**src/rtl/xbus_lsu_master.sv**
```systemverilog
// xbus_lsu_master: turns single LSU load/store requests into xbus cycles and
// returns aligned, sign- or zero-extended load data. One access in flight.
// Optional feature: define XBUS_MISALIGN_EXC_EN to reject misaligned half/word
// accesses with resp_err instead of issuing a bus cycle.
module xbus_lsu_master #(
    parameter int unsigned RD_LAT = 1
) (
    input  logic        i_clk,
    input  logic        i_rst,
    input  logic        i_req_valid,
    output logic        o_req_ready,
    input  logic        i_req_we,
    input  logic [1:0]  i_req_size,
    input  logic        i_req_unsigned,
    input  logic [31:0] i_req_addr,
    input  logic [31:0] i_req_wdata,
    output logic        o_resp_valid,
    output logic [31:0] o_resp_rdata,
    output logic        o_resp_err,
    output logic        o_xbus_cs,
    output logic        o_xbus_we,
    output logic [3:0]  o_xbus_be,
    output logic [31:0] o_xbus_addr,
    output logic [31:0] o_xbus_wdata,
    input  logic [31:0] i_xbus_rdata
);

    localparam logic [1:0] StIdle   = 2'd0;
    localparam logic [1:0] StAccess = 2'd1;
    localparam logic [1:0] StWait   = 2'd2;
    localparam logic [1:0] StResp   = 2'd3;

    logic [1:0]  r_state;
    logic [2:0]  r_cnt;
    logic        r_we;
    logic [1:0]  r_size;
    logic        r_unsigned;
    logic [1:0]  r_lane;
    logic        r_cs;
    logic        r_xwe;
    logic [3:0]  r_be;
    logic [31:0] r_addr;
    logic [31:0] r_wdata;
    logic [31:0] r_rdata;

    logic        w_misalign;
    logic [3:0]  w_be;
    logic [31:0] w_wdata;
    logic [7:0]  w_byte;
    logic [15:0] w_half;
    logic [31:0] w_load_data;

`ifdef XBUS_MISALIGN_EXC_EN
    logic r_err;

    assign w_misalign = ((i_req_size == 2'b01) && i_req_addr[0]) ||
                        (i_req_size[1] && (i_req_addr[1:0] != 2'b00));
    assign o_resp_err = r_err && (r_state == StResp);

    // Remember whether the accepted request was rejected as misaligned
    always_ff @(posedge i_clk) begin
        if (i_rst) begin
            r_err <= 1'b0;
        end else if (i_req_valid && (r_state == StIdle)) begin
            r_err <= w_misalign;
        end
    end
`else
    assign w_misalign = 1'b0;
    assign o_resp_err = 1'b0;
`endif

    assign o_req_ready  = (r_state == StIdle);
    assign o_resp_valid = (r_state == StResp);
    assign o_resp_rdata = r_rdata;
    assign o_xbus_cs    = r_cs;
    assign o_xbus_we    = r_xwe;
    assign o_xbus_be    = r_be;
    assign o_xbus_addr  = r_addr;
    assign o_xbus_wdata = r_wdata;

    // Byte-lane enables and lane-replicated store data for the incoming request
    always_comb begin
        w_be    = 4'b1111;
        w_wdata = i_req_wdata;
        unique case (i_req_size)
            2'b00: begin
                w_be    = 4'b0001 << i_req_addr[1:0];
                w_wdata = {4{i_req_wdata[7:0]}};
            end
            2'b01: begin
                w_be    = 4'b0011 << {i_req_addr[1], 1'b0};
                w_wdata = {2{i_req_wdata[15:0]}};
            end
            default: begin
                w_be    = 4'b1111;
                w_wdata = i_req_wdata;
            end
        endcase
    end

    assign w_byte = i_xbus_rdata[{r_lane, 3'b000} +: 8];
    assign w_half = i_xbus_rdata[{r_lane[1], 4'b0000} +: 16];

    // Extract the addressed byte/half from the read word and extend it
    always_comb begin
        w_load_data = i_xbus_rdata;
        unique case (r_size)
            2'b00:   w_load_data = r_unsigned ? {24'h0, w_byte} : {{24{w_byte[7]}}, w_byte};
            2'b01:   w_load_data = r_unsigned ? {16'h0, w_half} : {{16{w_half[15]}}, w_half};
            default: w_load_data = i_xbus_rdata;
        endcase
    end

    // Access sequencer: latch request, drive one bus cycle, wait RD_LAT, respond
    always_ff @(posedge i_clk) begin
        if (i_rst) begin
            r_state    <= StIdle;
            r_cnt      <= 3'd0;
            r_we       <= 1'b0;
            r_size     <= 2'b00;
            r_unsigned <= 1'b0;
            r_lane     <= 2'b00;
            r_cs       <= 1'b0;
            r_xwe      <= 1'b0;
            r_be       <= 4'b0000;
            r_addr     <= 32'h0;
            r_wdata    <= 32'h0;
            r_rdata    <= 32'h0;
        end else begin
            case (r_state)
                StIdle: begin
                    if (i_req_valid) begin
                        r_we       <= i_req_we;
                        r_size     <= i_req_size;
                        r_unsigned <= i_req_unsigned;
                        r_lane     <= i_req_addr[1:0];
                        if (w_misalign) begin
                            // Rejected: no bus cycle, respond immediately
                            r_state <= StResp;
                            r_rdata <= 32'h0;
                        end else begin
                            r_state <= StAccess;
                            r_cs    <= 1'b1;
                            r_xwe   <= i_req_we;
                            r_be    <= w_be;
                            r_addr  <= {i_req_addr[31:2], 2'b00};
                            r_wdata <= w_wdata;
                        end
                    end
                end
                StAccess: begin
                    r_cs  <= 1'b0;
                    r_xwe <= 1'b0;
                    r_be  <= 4'b0000;
                    if (r_we) begin
                        r_state <= StResp;
                        r_rdata <= 32'h0;
                    end else begin
                        r_state <= StWait;
                        r_cnt   <= 3'(RD_LAT - 1);
                    end
                end
                StWait: begin
                    if (r_cnt == 3'd0) begin
                        r_rdata <= w_load_data;
                        r_state <= StResp;
                    end else begin
                        r_cnt <= r_cnt - 3'd1;
                    end
                end
                StResp: begin
                    r_state <= StIdle;
                end
                default: begin
                    r_state <= StIdle;
                end
            endcase
        end
    end

endmodule

```
**config.mk**
```make
export PLATFORM = sky130hd
export DESIGN_NAME = xbus_lsu_master
export DESIGN_NICKNAME = d
export VERILOG_FILES = /design/src/rtl/xbus_lsu_master.sv
export SDC_FILE = /design/constraint.sdc
export NUM_CORES = 1
export LEC_CHECK = 0
export BUFFER_PORTS_ARGS = -buffer_cell sky130_fd_sc_hd__buf_2
export CAP_MARGIN = 20
export CELL_PAD_IN_SITES_DETAIL_PLACEMENT = 0
export CELL_PAD_IN_SITES_GLOBAL_PLACEMENT = 1
export CORE_MARGIN = 5
export CORE_UTILIZATION = 34
export DETAILED_ROUTE_END_ITERATION = 10
export GPL_TIMING_DRIVEN = 0
export PLACE_DENSITY_LB_ADDON = 0.05
export SETUP_SLACK_MARGIN = 0.5
export SYNTH_ARGS = -nofsm -noshare
export SYNTH_HDL_FRONTEND = slang
export SYNTH_SLANG_ARGS = --single-unit
```
**constraint.sdc**
```tcl
create_clock -name i_clk -period 2.2 [get_ports i_clk]
set_input_delay 0.44 -clock i_clk [delete_from_list [all_inputs] [get_ports i_clk]]
set_output_delay 0.44 -clock i_clk [all_outputs]
set_load 0.005 [all_outputs]
```
# ---- Yosys cells after proc, flatten, opt, wreduce, memory -nomap -nowiden
# Index checks and enable logic that the tools add are counted.
dict set report op_classes {
  n_mux 21
  reduce_logical 11
  n_eq_ne 10
  shift 4
  n_addsub 1
}
# operator n
set op_table {}
lappend op_table {{one-hot mux 32 bit (2 select lines)} 3}
lappend op_table {{2-to-1 mux 32 bit} 4}
lappend op_table {{variable part select 32 x 6 -> 16 bit} 1}
lappend op_table {{variable part select 32 x 6 -> 8 bit} 1}
lappend op_table {{one-hot mux 4 bit (2 select lines)} 2}
lappend op_table {{inequality test 2 bit, second input constant} 5}
lappend op_table {{one-hot mux 2 bit (4 select lines)} 1}
lappend op_table {{equality test 2 x 1 -> 1 bit, second input constant} 3}
lappend op_table {{zero test 2 bit} 3}
lappend op_table {{2-to-1 mux 3 bit} 2}
lappend op_table {{one-hot mux 3 bit (2 select lines)} 1}
lappend op_table {{AND reduction 2 bit} 3}
lappend op_table {{AND reduction 3 bit} 2}
lappend op_table {{equality test 2 bit, second input constant} 2}
lappend op_table {{2-to-1 mux 2 bit} 2}
lappend op_table {{2-to-1 mux 4 bit} 1}
lappend op_table {{one-hot mux 1 bit (2 select lines)} 2}
lappend op_table {{nonzero test 2 bit} 2}
lappend op_table {{<< shifter 1 x 2 -> 4 bit, first input constant} 1}
lappend op_table {{<< shifter 2 x 2 -> 4 bit, first input constant} 1}
lappend op_table {{zero test 3 bit} 1}
lappend op_table {{2-to-1 mux 1 bit} 3}
lappend op_table {{subtractor 3 x 1 -> 3 bit, second input constant} 1}
dict set report word_totals {
  regBits 111
}

# ---- Depth between registers and ports, before layout
dict set report logic_depth {
  word_depth 5
  depth_mapped 8
  mapped_depth_nobuf 6
}

# ---- Worst setup path after synthesis
# Ideal clock, no wire load.
dict set report synth_path {
  path_kind {reg2reg}
  from {reg r_state[1]}
  to {reg r_rdata[20], in the netlist o_resp_rdata[20]}
  t_required_ns 2.078
  slack_ns 0.342
  path_stages_with_launch 8
  arrival_ns 1.736
  n_path_buf 1
  setup_ns 0.122
  synth_period_minus_slack_ns 1.858
  cell_sequence {dfxtp_1 -> inv_1 -> ha_1 -> and2b_2 -> a211oi_1 -> nor2_1 -> clkbuf_1 -> a221o_2}
}
dict set report synth_via {
  elab_chain_len 3
  word_cells_on_any_way 7
  classes_between {4 x eq/ne; 1 x mux; 2 x reduce/logical}
}
# item line_no
set synth_rtl {}
lappend synth_rtl {{from (decl)} 33} ;# logic [1:0] r_state;
lappend synth_rtl {{from (signal assigned)} 118} ;# r_state <= StIdle;
lappend synth_rtl {{from (signal assigned)} 140} ;# r_state <= StResp;
lappend synth_rtl {{from (signal assigned)} 143} ;# r_state <= StAccess;
lappend synth_rtl {{equality test 2 x 1 -> 1 bit or equality test 2 bit (tied branches)} 131} ;# case (r_state)
lappend synth_rtl {{inequality test 2 bit (no line) or nonzero test 2 bit (tied branches)} --}
lappend synth_rtl {{AND reduction 3 bit (no line)} --}
lappend synth_rtl {{to (signal assigned)} 166} ;# r_rdata <= w_load_data;
lappend synth_rtl {{to (decl)} 44} ;# logic [31:0] r_rdata;
# Several ways; a longest one is shown, not always the timed one.
# A chain may end at the register's enable or synchronous reset.

# ---- Final worst setup path
dict set report layout_path {
  from {reg r_state[1]}
  to {reg r_rdata[25], in the netlist o_resp_rdata[25]}
}
# Same word-level chain as after synthesis.

==> flow_metrics.py <==
metrics = {
    "sta": {
        "clock-skew-final_ns": 0.007178,
        "layout_min_cycle_time_ns": 1.760,
        "grt_setup_unrepaired": "yes",
        "setup_slack_ns": 0.4398,
        "max_freq_mhz": 568.1,
        "min_period_over_period_pct": 80.01,
        "finalSetupViolations": 0,
        "drv_slew": 0,
        "hold_slack_ns": 0.3151,
        "hold_viol_final": 0,
        "tightest_slew_ns": 0.6261,
        "slew_headroom_pct": 58.26,
    },
    "place": {
        "port_buffers": 202,
        "placed_area_sq_um": 6132,
        "hpwl_microns": 12510,
        "dp_cells": 951,
        "gp_congestion": 0.8391,
        "post-place-ws_ns": -0.01166,
    },
    "clocking": {
        "cts.reportedPaths.clkPinSlew_ns": 0.08,
        "cts_buffer_depth": 2,
        "cts.sinks": 111,
        "clock_latency_ns": 0.36,
        "tritoncts": "done",
        "numCtsBuffers": 9,
        "clock-root-buffer": "clkbuf_16",
        "htreeDepth": 3,
        "holdBufCountCts": 0,
    },
    "yosys": {
        "syn_inst": 567,
        "synth.area.mux_share_pct": 7.479,
        "ys_ff_latch": 111,
        "yosysWarnings": 0,
        "synth-xor-area-share_pct": 0.3598,
        "async_flop_share_pct": 0,
        "netlist_area_sq_um": 4868,
        "yosysSeqAreaShare_pct": 45.64,
        "synth_edf_count": 0,
        "synth_top_family_by_area": "compound AO/OA/AOI/OAI gates",
        "synth_compound_area_share_pct": 20.69,
        "synth_simple_gate_area_share_pct": 19.22,
        "syn_avg_cell_area_sq_um": 8.586,
        "synth_fa_ha_area_share_pct": 1.799,
        "synth_ff_type": "dfxtp_1",
        "synth_cell_types": 45,
    },
    "hold_path": {
        "min_path_cells": 3,
        "min_path_type": "input port to flip-flop",
    },
    "grt": {
        "grt-ovfl-total": 0,
        "grt_max_degree": 18,
        "track_usage_pct": 19.23,
        "antenna_found_initial": 0,
        "grt_pass1_vias": 4873,
        "grt_first_pass_wirelength_microns": 25190,
    },
    "worst_setup_path": {
        "cp_max_fo": 5,
        "worstSetupEndpointType": "flip-flop",
        "worstPathRequired_ns": 2.51,
        "startpoint_type": "flip-flop",
        "arrival_ns": 2.07,
        "r2r_cells": 8,
        "regToRegSetupSlack_ns": 0.44,
        "worstSetupPathType": "flip-flop to flip-flop",
    },
    "cells_and_area": {
        "nets": 909,
        "final_common_cell": "buf_2",
        "final_cell_mix": "207 x buf_2, 140 x nand2_1, 108 x dfxtp_1",
        "area_growth_pct": 38.06,
        "fin_area_sq_um": 6721,
        "instances_no_fill": 984,
        "fill_cells": 1456,
        "drive_gt1_share_pct": 37.73,
    },
    "routing": {
        "first_pass_iters": 5,
        "avgViaCountPerCell": 4.988,
        "wl_per_cell_microns": 16.76,
        "drc": 0,
        "num_vias": 4908,
        "drtAntennaViolNets": 0,
        "drtIter0Drc": 302,
        "wirelength_microns": 16500,
    },
    "floorplanning": {
        "start_util_pct": 34.80,
        "fp.dieW_microns": 129.7,
        "row_count": 43,
        "coreArea_sq_um": 13990,
        "die_height_microns": 129.7,
        "dieArea_sq_um": 16810,
        "ios": 208,
    },
    "power": {
        "fin_total_pwr_mw": 6.804,
        "powerDensity_nw_per_um2": 1012,
        "leakage_nw": 3.120,
        "peakVddDrop_mv": 0.4626,
    },
    "job": {
        "drv_cap": 0,
    },
    "status": {
        "status": "finished, final reports clean",
    },
}
registers in the layout, summed over array words and instances, names as in the netlist:
signal	flops
r_we	1
r_size	2
r_state	2
o_xbus_wdata	32
o_xbus_cs	1
o_resp_rdata	32
r_cnt	3
o_xbus_be	4
r_lane	2
o_xbus_addr	30
r_unsigned	1
o_xbus_we	1
synth_stat cells (2+ instances only):
| cell | count | share of area [%] |
|---|---|---|
| a211oi_1 | 10 | 1.5 |
| a21o_1 | 2 | 0.31 |
| a21oi_1 | 60 | 6.2 |
| a221o_1 | 8 | 1.6 |
| a221o_2 | 8 | 1.9 |
| a22oi_1 | 3 | 0.46 |
| a311oi_1 | 8 | 1.4 |
| a32o_1 | 8 | 1.6 |
| and2_1 | 2 | 0.26 |
| buf_1 | 4 | 0.31 |
| buf_2 | 7 | 0.72 |
| buf_4 | 3 | 0.46 |
| buf_6 | 2 | 0.46 |
| clkbuf_1 | 29 | 2.2 |
| dfxtp_1 | 111 | 46 |
| ha_1 | 7 | 1.8 |
| inv_1 | 7 | 0.54 |
| mux2_2 | 9 | 2.1 |
| mux2i_1 | 24 | 4.9 |
| nand2_1 | 141 | 11 |
| nand2b_1 | 19 | 2.4 |
| nor2_1 | 30 | 2.3 |
| nor2b_1 | 9 | 1.2 |
| o21ai_0 | 29 | 3.0 |
| o2bb2ai_1 | 7 | 1.3 |
kinds of logic (layout without fill, tap and decap cells):
| logic type | after synthesis | count (layout) |
|---|---|---|
| mux | 34 | 34 |
| other cells | 1 | 4 |
| xor+xnor | 2 | 2 |
| flops | 111 | 111 |
| fa+ha+maj | 7 | 7 |
| compound gates | 149 | 149 |
| buf+inv | 52 | 286 |
| simple gates | 211 | 211 |
path summary, 6_finish.rpt:
kind | startpoint | to
setup reg to reg | r_state[1] | o_resp_rdata[25]
setup / recovery | r_state[1] | o_resp_rdata[25]
hold reg to reg | r_cnt[1] | r_cnt[1]
hold / removal | i_req_addr[28] | o_xbus_addr[28]
worst max-delay path, cell delays in order, from the launching register on:
cell	delay, ns
dfxtp_4	0.37
inv_4	0.05
ha_4	0.15
and2b_2	0.22
nor3_4	0.21
buf_6	0.13
nor4b_4	0.26
buf_4	0.21
a221o_1	0.11
metal layers:
metal	share of wire, %	vias up	track usage [%]
li1	-	2419	-
met2	46	186	30.66
met1	43	2285	24.26
met5	0	-	0
met3	10	18	7.749
met4	0.96	0	5.073
what timing repair did:
| action | in CTS | in global routing |
|---|---|---|
| cloned | 2 | 0 |
| setup endpoints to repair | 100 | 99 |
| gates resized for setup | 43 | 17 |
| pin swaps | 5 | 5 |
| endpoints found under the hold margin | 0 | 0 |
| setup buffers | 9 | 6 |
final cells by class:
type                    count  area (sq um)  share of cell area [%]
plain buffers              45         281.5                   4.188
diodes                      1         2.502                 0.03723
inverters                   7         28.78                  0.4281
multi-input cells         406          2509                   37.32
flip-flops and latches    111          2231                   33.19
clock buffers              10         239.0                   3.555
repair buffers            219          1146                   17.05
clock inverters             5         58.81                  0.8749
well taps                 180         225.2                   3.351
per-stage QoR:
stage | TNS, ns | utilization (%)
6_report | 0 | 48.05
3_3_place_gp | 0 | 43.84
3_5_place_dp | -0.01669 | 43.84
5_1_grt | 0 | 48.03
4_1_cts | 0 | 47.42
2_1_floorplan | 0 | -
power by group:
group,leakage [nW],internal [mW],switching (mW)
clock network,0.141,0.909,0.776
registers,0.909,2.44,0.248
logic,2.07,1.10,1.33
(Power assumes the default switching activity.)
